[src/rtl/lsu_mem_stage_pkg.sv]
// Shared definitions for the LSU memory stage.
// - MIPS load/store opcodes (also consumed by the decode stage)
// - FSM state encoding and access-size encoding
// - Small decode helpers used by the memory stage
package lsu_mem_stage_pkg;

  localparam logic [5:0] OP_LB  = 6'b100000;
  localparam logic [5:0] OP_LH  = 6'b100001;
  localparam logic [5:0] OP_LW  = 6'b100011;
  localparam logic [5:0] OP_LBU = 6'b100100;
  localparam logic [5:0] OP_LHU = 6'b100101;
  localparam logic [5:0] OP_SB  = 6'b101000;
  localparam logic [5:0] OP_SH  = 6'b101001;
  localparam logic [5:0] OP_SW  = 6'b101011;

  typedef enum logic [1:0] {
    ST_IDLE = 2'd0,
    ST_REQ  = 2'd1,
    ST_RESP = 2'd2
  } lsu_state_e;

  typedef enum logic [1:0] {
    SZ_BYTE = 2'd0,
    SZ_HALF = 2'd1,
    SZ_WORD = 2'd2
  } lsu_size_e;

  function automatic logic op_is_load(input logic [5:0] op);
    return (op == OP_LB) || (op == OP_LH) || (op == OP_LW) ||
           (op == OP_LBU) || (op == OP_LHU);
  endfunction

  function automatic logic op_is_store(input logic [5:0] op);
    return (op == OP_SB) || (op == OP_SH) || (op == OP_SW);
  endfunction

  // Non-memory opcodes fall into the default and report word size; callers
  // only use the size when the op is a load or store.
  function automatic lsu_size_e op_size(input logic [5:0] op);
    case (op)
      OP_LB, OP_LBU, OP_SB: return SZ_BYTE;
      OP_LH, OP_LHU, OP_SH: return SZ_HALF;
      default:              return SZ_WORD;
    endcase
  endfunction

  function automatic logic op_is_signed(input logic [5:0] op);
    return (op == OP_LB) || (op == OP_LH);
  endfunction

  function automatic logic size_misaligned(input lsu_size_e sz, input logic [1:0] lsb);
    case (sz)
      SZ_HALF: return lsb[0];
      SZ_WORD: return lsb != 2'b00;
      default: return 1'b0;
    endcase
  endfunction

endpackage

[src/rtl/lsu_load_align.sv]
// Load-data alignment: picks the addressed byte/half lane out of an aligned
// 32-bit read word and sign- or zero-extends it to 32 bits.
// Ports:
//   i_rdata   aligned read word from memory
//   i_lane    byte address bits [1:0] of the access
//   i_size    access size (byte/half/word)
//   i_signed  1 = sign-extend, 0 = zero-extend
//   o_result  extended load value
module lsu_load_align
  import lsu_mem_stage_pkg::*;
(
  input  logic [31:0] i_rdata,
  input  logic [1:0]  i_lane,
  input  lsu_size_e   i_size,
  input  logic        i_signed,
  output logic [31:0] o_result
);

  logic [7:0]  byte_sel;
  logic [15:0] half_sel;

  always_comb begin
    byte_sel = 8'h00;
    case (i_lane)
      2'd0:    byte_sel = i_rdata[7:0];
      2'd1:    byte_sel = i_rdata[15:8];
      2'd2:    byte_sel = i_rdata[23:16];
      default: byte_sel = i_rdata[31:24];
    endcase
    // Halves are only ever accessed at lane 0 or 2 (aligned).
    half_sel = i_lane[1] ? i_rdata[31:16] : i_rdata[15:0];

    o_result = i_rdata;
    case (i_size)
      SZ_BYTE: o_result = {{24{i_signed & byte_sel[7]}}, byte_sel};
      SZ_HALF: o_result = {{16{i_signed & half_sel[15]}}, half_sel};
      default: o_result = i_rdata;
    endcase
  end

endmodule

[src/rtl/lsu_mem_stage.sv]
// Memory stage after the ALU. Accepts one op at a time, runs at most one
// request/ack transaction on the data-memory port and returns a single
// writeback beat. Non-memory ops and misaligned accesses skip the memory port.
// Ports:
//   i_clk, i_rst_n              clock, async active-low reset
//   i_valid/o_ready             op input; accepted when both are 1 (o_ready=1 only in IDLE)
//   i_opcode,i_addr,i_wdata,i_rd op fields (addr = ALU result, wdata = rt)
//   o_valid,o_wb_en,o_rdata,o_rd,o_addr_err,o_bus_err  one-cycle writeback beat
//   o_mem_req,o_mem_we,o_mem_addr,o_mem_be,o_mem_wdata  memory request, held until ack/timeout
//   i_mem_ack,i_mem_rdata       memory completion and aligned read word
//   o_dbg_state                 current FSM state
//
// Handshakes: upstream holds op fields stable while i_valid=1 and o_ready=0;
// the op is taken on a rising edge where i_valid && o_ready. The memory
// request is o_mem_req level, held with stable o_mem_* until a cycle with
// i_mem_ack=1 (which completes it) or until the timeout expires. i_mem_ack
// is ignored whenever no request is outstanding. o_valid is a single-cycle
// beat with no back-pressure.
module lsu_mem_stage
  import lsu_mem_stage_pkg::*;
#(
  parameter int unsigned TIMEOUT = 16
) (
  input  logic        i_clk,
  input  logic        i_rst_n,
  input  logic        i_valid,
  output logic        o_ready,
  input  logic [5:0]  i_opcode,
  input  logic [31:0] i_addr,
  input  logic [31:0] i_wdata,
  input  logic [4:0]  i_rd,
  output logic        o_valid,
  output logic        o_wb_en,
  output logic [31:0] o_rdata,
  output logic [4:0]  o_rd,
  output logic        o_addr_err,
  output logic        o_bus_err,
  output logic        o_mem_req,
  output logic        o_mem_we,
  output logic [31:0] o_mem_addr,
  output logic [3:0]  o_mem_be,
  output logic [31:0] o_mem_wdata,
  input  logic        i_mem_ack,
  input  logic [31:0] i_mem_rdata,
  output lsu_state_e  o_dbg_state
);

  localparam int unsigned CNT_W = $clog2(TIMEOUT + 1);
  typedef logic [CNT_W-1:0] cnt_t;
  // Last no-ack cycle: the counter reaches TIMEOUT on this cycle's edge.
  localparam cnt_t CNT_LAST = cnt_t'(TIMEOUT - 1);

  lsu_state_e  state_q;
  cnt_t        cnt_q, cnt_d;
  lsu_size_e   size_q;
  logic        signed_q, is_load_q;
  logic [1:0]  lane_q;
  logic        valid_q, wb_en_q, addr_err_q, bus_err_q;
  logic [31:0] rdata_q;
  logic [4:0]  rd_q;
  logic        mem_req_q, mem_we_q;
  logic [31:0] mem_addr_q, mem_wdata_q;
  logic [3:0]  mem_be_q;

  // Decode of the op being presented.
  logic        acc_load, acc_store, acc_mem, acc_signed, acc_misal;
  lsu_size_e   acc_size;
  logic [3:0]  acc_be;
  logic [31:0] acc_wdata;
  logic [31:0] load_result;

  always_comb begin
    acc_load   = op_is_load(i_opcode);
    acc_store  = op_is_store(i_opcode);
    acc_mem    = acc_load | acc_store;
    acc_size   = op_size(i_opcode);
    acc_signed = op_is_signed(i_opcode);
    acc_misal  = acc_mem & size_misaligned(acc_size, i_addr[1:0]);
    acc_be     = 4'b1111;
    acc_wdata  = i_wdata;
    case (acc_size)
      SZ_BYTE: begin
        acc_be    = 4'b0001 << i_addr[1:0];
        acc_wdata = {4{i_wdata[7:0]}};
      end
      SZ_HALF: begin
        acc_be    = i_addr[1] ? 4'b1100 : 4'b0011;
        acc_wdata = {2{i_wdata[15:0]}};
      end
      default: begin
        acc_be    = 4'b1111;
        acc_wdata = i_wdata;
      end
    endcase
    cnt_d = cnt_q + 1'b1;
  end

  lsu_load_align u_load_align (
    .i_rdata  (i_mem_rdata),
    .i_lane   (lane_q),
    .i_size   (size_q),
    .i_signed (signed_q),
    .o_result (load_result)
  );

  always_ff @(posedge i_clk or negedge i_rst_n) begin
    if (!i_rst_n) begin
      state_q     <= ST_IDLE;
      cnt_q       <= '0;
      size_q      <= SZ_WORD;
      signed_q    <= 1'b0;
      is_load_q   <= 1'b0;
      lane_q      <= 2'b00;
      valid_q     <= 1'b0;
      wb_en_q     <= 1'b0;
      addr_err_q  <= 1'b0;
      bus_err_q   <= 1'b0;
      rdata_q     <= '0;
      rd_q        <= '0;
      mem_req_q   <= 1'b0;
      mem_we_q    <= 1'b0;
      mem_addr_q  <= '0;
      mem_be_q    <= '0;
      mem_wdata_q <= '0;
    end else begin
      case (state_q)
        ST_IDLE: begin
          if (i_valid) begin
            rd_q      <= i_rd;
            cnt_q     <= '0;
            size_q    <= acc_size;
            signed_q  <= acc_signed;
            lane_q    <= i_addr[1:0];
            is_load_q <= acc_load;
            if (acc_mem && !acc_misal) begin
              state_q     <= ST_REQ;
              mem_req_q   <= 1'b1;
              mem_we_q    <= acc_store;
              mem_addr_q  <= {i_addr[31:2], 2'b00};
              mem_be_q    <= acc_be;
              mem_wdata_q <= acc_wdata;
            end else begin
              // Pass-through value or misaligned access: beat next cycle.
              state_q    <= ST_RESP;
              valid_q    <= 1'b1;
              wb_en_q    <= !acc_mem;
              addr_err_q <= acc_mem;
              rdata_q    <= acc_mem ? 32'h0 : i_addr;
            end
          end
        end
        ST_REQ: begin
          if (i_mem_ack) begin
            // Ack wins even on the cycle the counter would expire.
            state_q   <= ST_RESP;
            mem_req_q <= 1'b0;
            valid_q   <= 1'b1;
            wb_en_q   <= is_load_q;
            rdata_q   <= is_load_q ? load_result : 32'h0;
          end else if (cnt_q == CNT_LAST) begin
            state_q   <= ST_RESP;
            cnt_q     <= cnt_d;
            mem_req_q <= 1'b0;
            valid_q   <= 1'b1;
            wb_en_q   <= 1'b0;
            bus_err_q <= 1'b1;
            rdata_q   <= 32'h0;
          end else begin
            cnt_q <= cnt_d;
          end
        end
        ST_RESP: begin
          state_q    <= ST_IDLE;
          valid_q    <= 1'b0;
          wb_en_q    <= 1'b0;
          addr_err_q <= 1'b0;
          bus_err_q  <= 1'b0;
        end
        default: state_q <= ST_IDLE;
      endcase
    end
  end

  assign o_ready     = (state_q == ST_IDLE);
  assign o_valid     = valid_q;
  assign o_wb_en     = wb_en_q;
  assign o_rdata     = rdata_q;
  assign o_rd        = rd_q;
  assign o_addr_err  = addr_err_q;
  assign o_bus_err   = bus_err_q;
  assign o_mem_req   = mem_req_q;
  assign o_mem_we    = mem_we_q;
  assign o_mem_addr  = mem_addr_q;
  assign o_mem_be    = mem_be_q;
  assign o_mem_wdata = mem_wdata_q;
  assign o_dbg_state = state_q;

endmodule
[config.mk]
export PLATFORM = sky130hd
export DESIGN_NAME = lsu_mem_stage
export DESIGN_NICKNAME = d
export VERILOG_FILES = /design/src/rtl/lsu_mem_stage_pkg.sv /design/src/rtl/lsu_load_align.sv /design/src/rtl/lsu_mem_stage.sv
export SDC_FILE = /design/constraint.sdc
export NUM_CORES = 1
export LEC_CHECK = 0
export CORE_MARGIN = 1.5
export CORE_UTILIZATION = 42
export DETAILED_ROUTE_END_ITERATION = 10
export MAX_ROUTING_LAYER = met4
export PLACE_DENSITY_LB_ADDON = 0.05
export RECOVER_POWER = 100
export SYNTH_ARGS = -nofsm -noshare
export SYNTH_HDL_FRONTEND = slang
export SYNTH_SLANG_ARGS = --single-unit
[constraint.sdc]
create_clock -name i_clk -period 2.08 [get_ports i_clk]
set_input_delay 0.416 -clock i_clk [delete_from_list [all_inputs] [get_ports i_clk]]
set_output_delay 0.416 -clock i_clk [all_outputs]
set_load 0.03 [all_outputs]
==> results of run 1 <==
[final cells by class]
| class | count | area, um^2 |
|---|---|---|
| inverters | 12 | 45.0 |
| fillers | 1208 | 4750 |
| multi-input cells | 441 | 3690 |
| flip-flops and latches | 122 | 3060 |
| well taps | 211 | 264 |
| repair buffers | 304 | 2930 |
| clock inverters | 9 | 88.8 |
| clock buffers | 23 | 488 |
[per-stage QoR]
step	hold slack [ns]	instances	setup slack, ns	instance area [um^2]	total power, W
5_1_grt	0.504	1122	0.00557	10600	0.0152
3_5_place_dp	0.271	1069	-0.262	9460	0.0114
4_1_cts	0.380	1118	0.00446	10300	0.0147
2_1_floorplan	0.120	631	0.0183	6680	0.00820
3_3_place_gp	0.270	1069	-0.234	9460	0.0113
6_report	0.483	1122	0.0604	10600	0.0145
[worst paths after layout]
kind                                startpoint               to  slack [ns]
max in group asynchronous              i_rst_n  o_mem_wdata[10]        0.47
worst min register to register  o_mem_addr[21]   o_mem_addr[21]        0.48
worst max-delay path                  cnt_q[1]      o_rdata[25]        0.06
min in group asynchronous              i_rst_n    o_mem_addr[6]        0.51
worst min-delay path            o_mem_addr[21]   o_mem_addr[21]        0.48
worst max register to register        cnt_q[1]      o_rdata[25]        0.06
[placed cells by master (no fill, tap or decap), types with 6 or more instances in the layout]
master             n
nor3b_1            9
clkbuf_4           7
nor2b_1           15
nand2_1           31
a21oi_2            8
dfrtp_1          119
o21ai_0           42
o221ai_1          10
clkbuf_1           6
a21oi_4           11
inv_1              9
nor2_1            14
nand4_1            6
mux2_1            19
nand3b_1          33
clkbuf_16         17
buf_4             54
mux2i_1           27
nand2b_1           7
dlygate4sd3_1    111
nand3_1            9
a21oi_1           52
buf_6             10
o2111ai_1          7
a31oi_1           18
mux2_2            70
a31oi_4           13
clkdlybuf4s50_1  110
[report_power, final]
group	total, W	switching, W	internal [W]	leakage [nW]
clock network	0.00286	0.00109	0.00177	0.276
registers	0.00408	0.000640	0.00344	1.48
logic	0.00757	0.00438	0.00319	2.59
[state kept, by name (all words and copies together), names as in the netlist, 4 cells and up]
signal	count
o_mem_be	4
o_mem_addr	30
o_rdata	32
cnt_q	5
o_rd	5
o_mem_wdata	32
[routing by layer]
metal / track usage [%] / part of all wire [%]
met1: 32.4 / 42
met2: 42.9 / 48
met3: 7.11 / 7.4
met4: 9.25 / 2.5
met5: - / 0
[kinds of logic (layout without fill, tap and decap cells)]
| family | Yosys count | after routing | share of synthesized area (%) |
|---|---|---|---|
| AO/OA/AOI/OAI | 174 | 174 | 15.3 |
| adder cells (fa/ha/maj) | 6 | 6 | 1.13 |
| buffers and inverters | 68 | 348 | 4.74 |
| flip-flops | 122 | 122 | 45.9 |
| multiplexers | 118 | 118 | 20.1 |
| other | 1 | 2 | 0.0564 |
| AND/OR/NAND/NOR | 141 | 141 | 12.7 |
[critical path, delay by kind of cell, from the launching register on]
kind            cells  cell delay [ns]
simple gates        3             0.67
buf+inv             2             0.29
flops               1             0.38
fa+ha+maj           2             0.35
compound gates      2             0.25
[repair_timing]
action,in CTS,in global routing
endpoints found under the setup margin,32,33
hold buffers,1,0
buffers inserted,12,8
pin swaps,3,17
hold endpoints to repair,8,0
gates cloned,5,2
gates resized for setup,20,59
==> results.toml, run 1 <==
[finish]
syn_to_final_growth_pct = 58.8
fin_util_pct = 69.0
diodes = 0
layout.nets = 1015
drive_gt1_share_pct = 25.8

[timing]
finalSetupTns_ns = 0
rsz0062_at_grt = "false"
min_period_ns = 2.02
fmax_mhz = 495
tightest_slew_ns = 0.670
drv_slew = 0
finClkSkew_ns = 0.00758
period_share_pct = 97.1
setup-violations-final = 0
max_slew_margin_pct = 55.3
hold_violations = 0

[clock_tree]
cts_made_buffers = 17
cts_tree = "yes"
cts_root_buffer = "clkbuf_16"
h-tree-depth = 4
clk_pin_slew_worst_paths_ns = 0.06
clockBufferDepth = 2
clock-sinks = 122
clock_latency_ns = 0.42

[detailed_routing]
vias = 6207
via_per_inst = 5.53
avgRoutedWirePerCell_um = 19.3
antenna_left = 0
drc = 0
wl_um = 21700
drt_iter0_markers = 358
drtPass1Iterations = 5

[synth]
synth-seq-cells = 122
synth_edf_count = 0
ys_seq_area_share_pct = 45.9
ys.flop_type = "dfrtp_1"
async_flop_share_pct = 100
postSynthCellCount = 630
synth_cell_types = 49
ys_warn_count = 0
syn_avg_cell_area_um2 = 10.6
synthTopCellsByArea = "dfrtp_1, mux2_2, a21oi_1"
synth_common_cells = "dfrtp_1, a21oi_1, mux2_2"
synth_top_cell_by_area = "dfrtp_1"
synth.most_common_cell = "dfrtp_1"
netlist.area_leader.share_pct = 45.5
netlist_area_um2 = 6650

[setup_path]
timing.critical_path.required_ns = 2.41
start_kind = "flip-flop"
end_kind = "flip-flop"
critPathMaxStageDelay_ns = 0.38
cp_slowest_cell = "dfrtp_1"
cp_max_fo = 5
path_cells = "ha_2, and3_4, ha_4, nor3b_4, a311oi_4, and2_4, buf_12, buf_4, a31oi_1"
arrival_ns = 2.35
worst-setup-path-type = "flip-flop to flip-flop"
rr_worst_depth = 9

[floorplanning]
core-area_um2 = 15300
die_w_um = 129
die_y_um = 129
start_util_pct = 43.4
fp.dieArea_um2 = 16600
ios = 225
core.rowCount = 45

[global_route]
antenna_found_initial = 0
globalRouteTotalUtil_pct = 26.7
overflow = 0
grt_pass1_vias = 6330
grt_start_max_net_pins = 46
grt_pass1_wl_um = 33100

[flow_run]
cap_violations = 0

[power_and_ir_drop]
p_leak_nw = 4.34
p_per_area_nw_per_um2 = 1370
vdd_drop_max_mv = 0.830

[run_status]
status = "finished, final reports clean"

[placed_design]
io_buffers = 222
dp_hpwl_um = 15000
gp_congestion = 0.875

[min_path]
hp-class = "flip-flop to flip-flop"
min_path_cells = 1
Power figures use the tool's default switching activity.
==> run 2, diff against run 1 <==
- PLACE_DENSITY: not set -> 0.78
- PLACE_DENSITY_LB_ADDON: 0.05 -> not set
==> results.toml, run 2 (synthesis gave the netlist of run 1 again) <==
[run_status]
status = "finished, final reports clean"

[floorplanning]
ios = 225
start_util_pct = 43.4
die_w_um = 129
fp.dieArea_um2 = 16600
die_y_um = 129
core-area_um2 = 15300
core.rowCount = 45

[power_and_ir_drop]
p_per_area_nw_per_um2 = 1410
vdd_drop_max_mv = 0.938
intPower_w = 0.00863
p_seq_share_pct = 28.0
total_power_w = 0.0144
swShare_pct = 40.0
p_leak_nw = 4.32
p_sw_w = 0.00576
power_frac_clock_pct = 23.4
p_comb_share_pct = 48.5

[setup_path]
end_kind = "primary output"
timing.critical_path.required_ns = 1.66
arrival_ns = 1.60
rr_worst_depth = 10
critPathMaxStageDelay_ns = 0.78
start_kind = "flip-flop"
path_cells = "dlygate4sd3_1"
cp_slowest_cell = "dlygate4sd3_1"
cp_num_buf_inv = 1
worst-setup-path-type = "flip-flop to primary output"
cp_max_fo = 2
crit_cells = 1
cp_top_family = "buffers and inverters"

[global_route]
grtUsageMet3_pct = 7.48
grt_pass1_vias = 6049
grt_pass1_wl_um = 32500
antenna_found_initial = 0
grt_start_max_net_pins = 43
globalRouteTotalUtil_pct = 26.3
met2_usage_pct = 42.8
globalRouteMet1Util_pct = 32.3
overflow = 0
top_usage_layer = "met2"

[clock_tree]
clock-sinks = 122
clk_pin_slew_worst_paths_ns = 0.06
cts_root_buffer = "clkbuf_16"
cts_tree = "yes"
cts_made_buffers = 17
clock_latency_ns = 0.41
clockBufferDepth = 2
h-tree-depth = 4

[finish]
fin_cells = 1109
diodes = 0
syn_to_final_growth_pct = 53.3
stdcell_area_um2 = 10200
final_cell_mix = "dfrtp_1, clkdlybuf4s50_1, dlygate4sd3_1, mux2_2, a21oi_1"
mostFrequentLayoutCell = "dfrtp_1"
n_fill_cell = 1238
layout.nets = 1002
drive_gt1_share_pct = 22.2

[timing]
tightest_slew_ns = 1.05
min_period_ns = 2.01
setup-violations-final = 0
rsz0062_at_grt = "true"
max_slew_margin_pct = 30.1
drv_slew = 0
setup_slack_ns = 0.0652
hold_violations = 0
finClkSkew_ns = 0.00642
period_share_pct = 96.9
fmax_mhz = 496

[detailed_routing]
drc = 0
avgRoutedWirePerCell_um = 18.8
wl_um = 20900
drt_iter0_markers = 445
antenna_left = 0
via_per_inst = 5.47
drtPass1Iterations = 4
vias = 6061

[placed_design]
dp_hpwl_um = 15100
post_dp_cell_area_um2 = 9520
gp_congestion = 0.917
pre_cts_slack_ns = -0.324
placed_cells = 1075
io_buffers = 222

[min_path]
hp-class = "primary input to async pin"

[flow_run]
cap_violations = 0
-- run 2: changes by cell type in the layout (fill, tap and decap cells not counted), sizes merged --
cell	change
buf	-10
bufinv	+4
clkbuf	-4
clkdlybuf4s50	+1
clkinv	-2
dlygate4sd3	-1
inv	-1
-- run 2: final timing paths --
check                                        to             from  slack (ns)
worst min-delay path                o_rdata[28]          i_rst_n        0.42
min in group i_clk              o_mem_wdata[27]  o_mem_wdata[27]        0.49
worst max register to register      o_rdata[19]         cnt_q[0]        0.10
worst min register to register  o_mem_wdata[27]  o_mem_wdata[27]        0.49
max in group asynchronous         o_mem_addr[2]          i_rst_n        0.36
worst max-delay path                 o_rdata[7]       o_rdata[7]        0.07
-- run 2: power groups by stage --
stage / Combinational, W / Clock (W) / Sequential (W)
floorplan: 0.00218 / 0 / 0.00602
global placement: 0.00725 / 0 / 0.00406
detailed placement: 0.00734 / 0 / 0.00408
CTS: 0.00740 / 0.00343 / 0.00408
global route: 0.00738 / 0.00352 / 0.00416
finish: 0.00698 / 0.00337 / 0.00404
-- run 2: what timing repair did --
| action | CTS | global route |
|---|---|---|
| cloned | 0 | 0 |
| gates resized for setup | 4 | 8 |
| hold buffers | 1 | 0 |
| setup buffers | 0 | 1 |
| hold endpoints to repair | 18 | 0 |
| setup endpoints to repair | 5 | 23 |
-- run 2: final cells by class --
type	instances	area (um^2)	area share [%]
clock buffer	22	494	4.85
clock inverter	10	186	1.83
timing repair buffer	291	2790	27.3
tap	211	264	2.59
multi-input combinational	441	3360	33.0
sequential	122	3060	30.0
inverter	12	45.0	0.442
-- run 2: metrics by stage --
stage / util (%) / TNS (ns) / hold WS (ns)
6_report: 66.6 / 0 / 0.422
5_1_grt: 66.6 / -0.00588 / 0.439
4_1_cts: 66.8 / 0 / 0.433
3_5_place_dp: 62.2 / -25.82 / 0.330
3_3_place_gp: 62.2 / -22.39 / 0.331
2_1_floorplan: - / 0 / 0.120
-- run 2: metal layers --
metal,share of wire (%),wire [um],vias up
li1,-,-,2828
met1,43,8950,2951
met2,48,10100,256
met3,7.4,1540,26
met4,1.5,308,0
met5,0,0,-
==> run 3, diff against run 2 <==
- CELL_PAD_IN_SITES_DETAIL_PLACEMENT: not set -> 1
- CELL_PAD_IN_SITES_GLOBAL_PLACEMENT: not set -> 1
- CORE_UTILIZATION: 42 -> 32
- PLACE_DENSITY: 0.78 -> not set
- PLACE_DENSITY_LB_ADDON: not set -> 0.1
==> results.toml, run 3 (synthesis gave the netlist of run 1 again) <==
[clock_tree]
cts_tree = "yes"
clock_latency_ns = 0.42
h-tree-depth = 4
cts_root_buffer = "clkbuf_16"
cts_made_buffers = 17
clockBufferDepth = 2
clock-sinks = 122
clk_pin_slew_worst_paths_ns = 0.06

[detailed_routing]
drc = 0
avgRoutedWirePerCell_um = 20.1
antenna_left = 0
wl_um = 23400
vias = 6081
drtPass1Iterations = 4
drt_iter0_markers = 250
via_per_inst = 5.22

[finish]
fin_cells = 1165
n_fill_cell = 2206
diodes = 0
drive_gt1_share_pct = 21.9
layout.nets = 1000
mostFrequentLayoutCell = "dfrtp_1"
stdcell_area_um2 = 10200
syn_to_final_growth_pct = 53.3
final_cell_mix = "dfrtp_1, clkdlybuf4s50_1, dlygate4sd3_1, mux2_2, a21oi_1"

[setup_path]
r2r_start = "cnt_q[1]"
cp-endpoint = "o_dbg_state[1]"
critPathMaxStageDelay_ns = 0.76
end_kind = "primary output"
timing.critical_path.required_ns = 1.66
cp_top_family = "buffers and inverters"
cp_max_fo = 4
cp_num_buf_inv = 1
startpoint = "o_dbg_state[1]"
rrSetupSlack_ns = 0.08
cp_slowest_cell = "dlygate4sd3_1"
start_kind = "flip-flop"
r2r-end = "o_rdata[5]"
rr_worst_depth = 10
worst-setup-path-type = "flip-flop to primary output"
arrival_ns = 1.59
crit_cells = 1
path_cells = "dlygate4sd3_1"

[timing]
period_share_pct = 96.3
finalSetupTns_ns = 0
finClkSkew_ns = 0.0101
tightest_slew_ns = 0.738
max_slew_margin_pct = 50.8
min_period_ns = 2.00
setup-violations-final = 0
drv_slew = 0
fmax_mhz = 499
hold-worst-slack_ns = 0.484
hold_violations = 0

[global_route]
antenna_found_initial = 0
grt_pass1_vias = 6616
grt_start_max_net_pins = 54
grt_pass1_wl_um = 36500
overflow = 0
globalRouteTotalUtil_pct = 22.3

[placed_design]
post_dp_cell_area_um2 = 9550
dp_hpwl_um = 17400
placed_cells = 1128
gp_congestion = 0.810
io_buffers = 222

[floorplanning]
ios = 225
fp.dieArea_um2 = 21700
core-area_um2 = 20300
core.rowCount = 52
die_w_um = 147
start_util_pct = 32.8
die_y_um = 147

[power_and_ir_drop]
p_leak_nw = 4.25
p_per_area_nw_per_um2 = 1390
total_power_w = 0.0142
vdd_drop_max_mv = 0.908

[min_path]
min_path_cells = 1
holdCritStartpoint = "o_mem_wdata[27]"
hp-class = "flip-flop to flip-flop"

[run_status]
status = "finished, final reports clean"

[flow_run]
cap_violations = 0
[run 3: layout make-up]
class	count	area [um^2]	share of cell area, %
clock buffers	18	439	4.31
clock inverters	13	170	1.67
inverters	12	45.0	0.442
multi-input cells	441	3350	32.9
flip-flops and latches	122	3060	30.0
well taps	270	338	3.31
repair buffers	289	2790	27.4
[run 3: through the flow]
| stage | setup slack [ns] | utilization (%) |
|---|---|---|
| 2_1_floorplan | 0.0183 | - |
| 3_3_place_gp | -0.255 | 47.0 |
| 3_5_place_dp | -0.318 | 47.0 |
| 4_1_cts | -0.000450 | 50.2 |
| 5_1_grt | -0.00308 | 50.2 |
| 6_report | 0.0775 | 50.2 |
[run 3: how the worst min path moves through the flow]
stage / end / slack [ns]
floorplan: cnt_q[0] / 0.12
global placement: o_mem_addr[10] / 0.36
detailed placement: o_mem_addr[10] / 0.37
CTS: o_mem_addr[10] / 0.47
global route: o_mem_wdata[26] / 0.50
finish: o_mem_wdata[27] / 0.48
[run 3: layer usage]
| metal | vias up | share of wire, % | global-route usage [%] | routed length, um |
|---|---|---|---|---|
| met3 | 17 | 4.9 | 5.19 | 1160 |
| met1 | 3070 | 44 | 27.4 | 10300 |
| met4 | 0 | 1.0 | 5.00 | 240 |
| li1 | 2819 | - | - | - |
| met2 | 175 | 50 | 37.3 | 11700 |
| met5 | - | 0 | - | 0 |
[run 3: where the power goes]
part	leakage, nW	switching, W	internal [W]
sequential	1.48	0.000618	0.00344
combinational	2.48	0.00417	0.00288
clock	0.289	0.00115	0.00192
[run 3: timing repair]
action | CTS | global route
setup buffers | 1 | 2
setup endpoints to repair | 32 | 32
cloned | 0 | 2
hold buffers | 1 | 0
hold endpoints to repair | 24 | 0
pin swaps | 0 | 1
resized for setup | 2 | 14
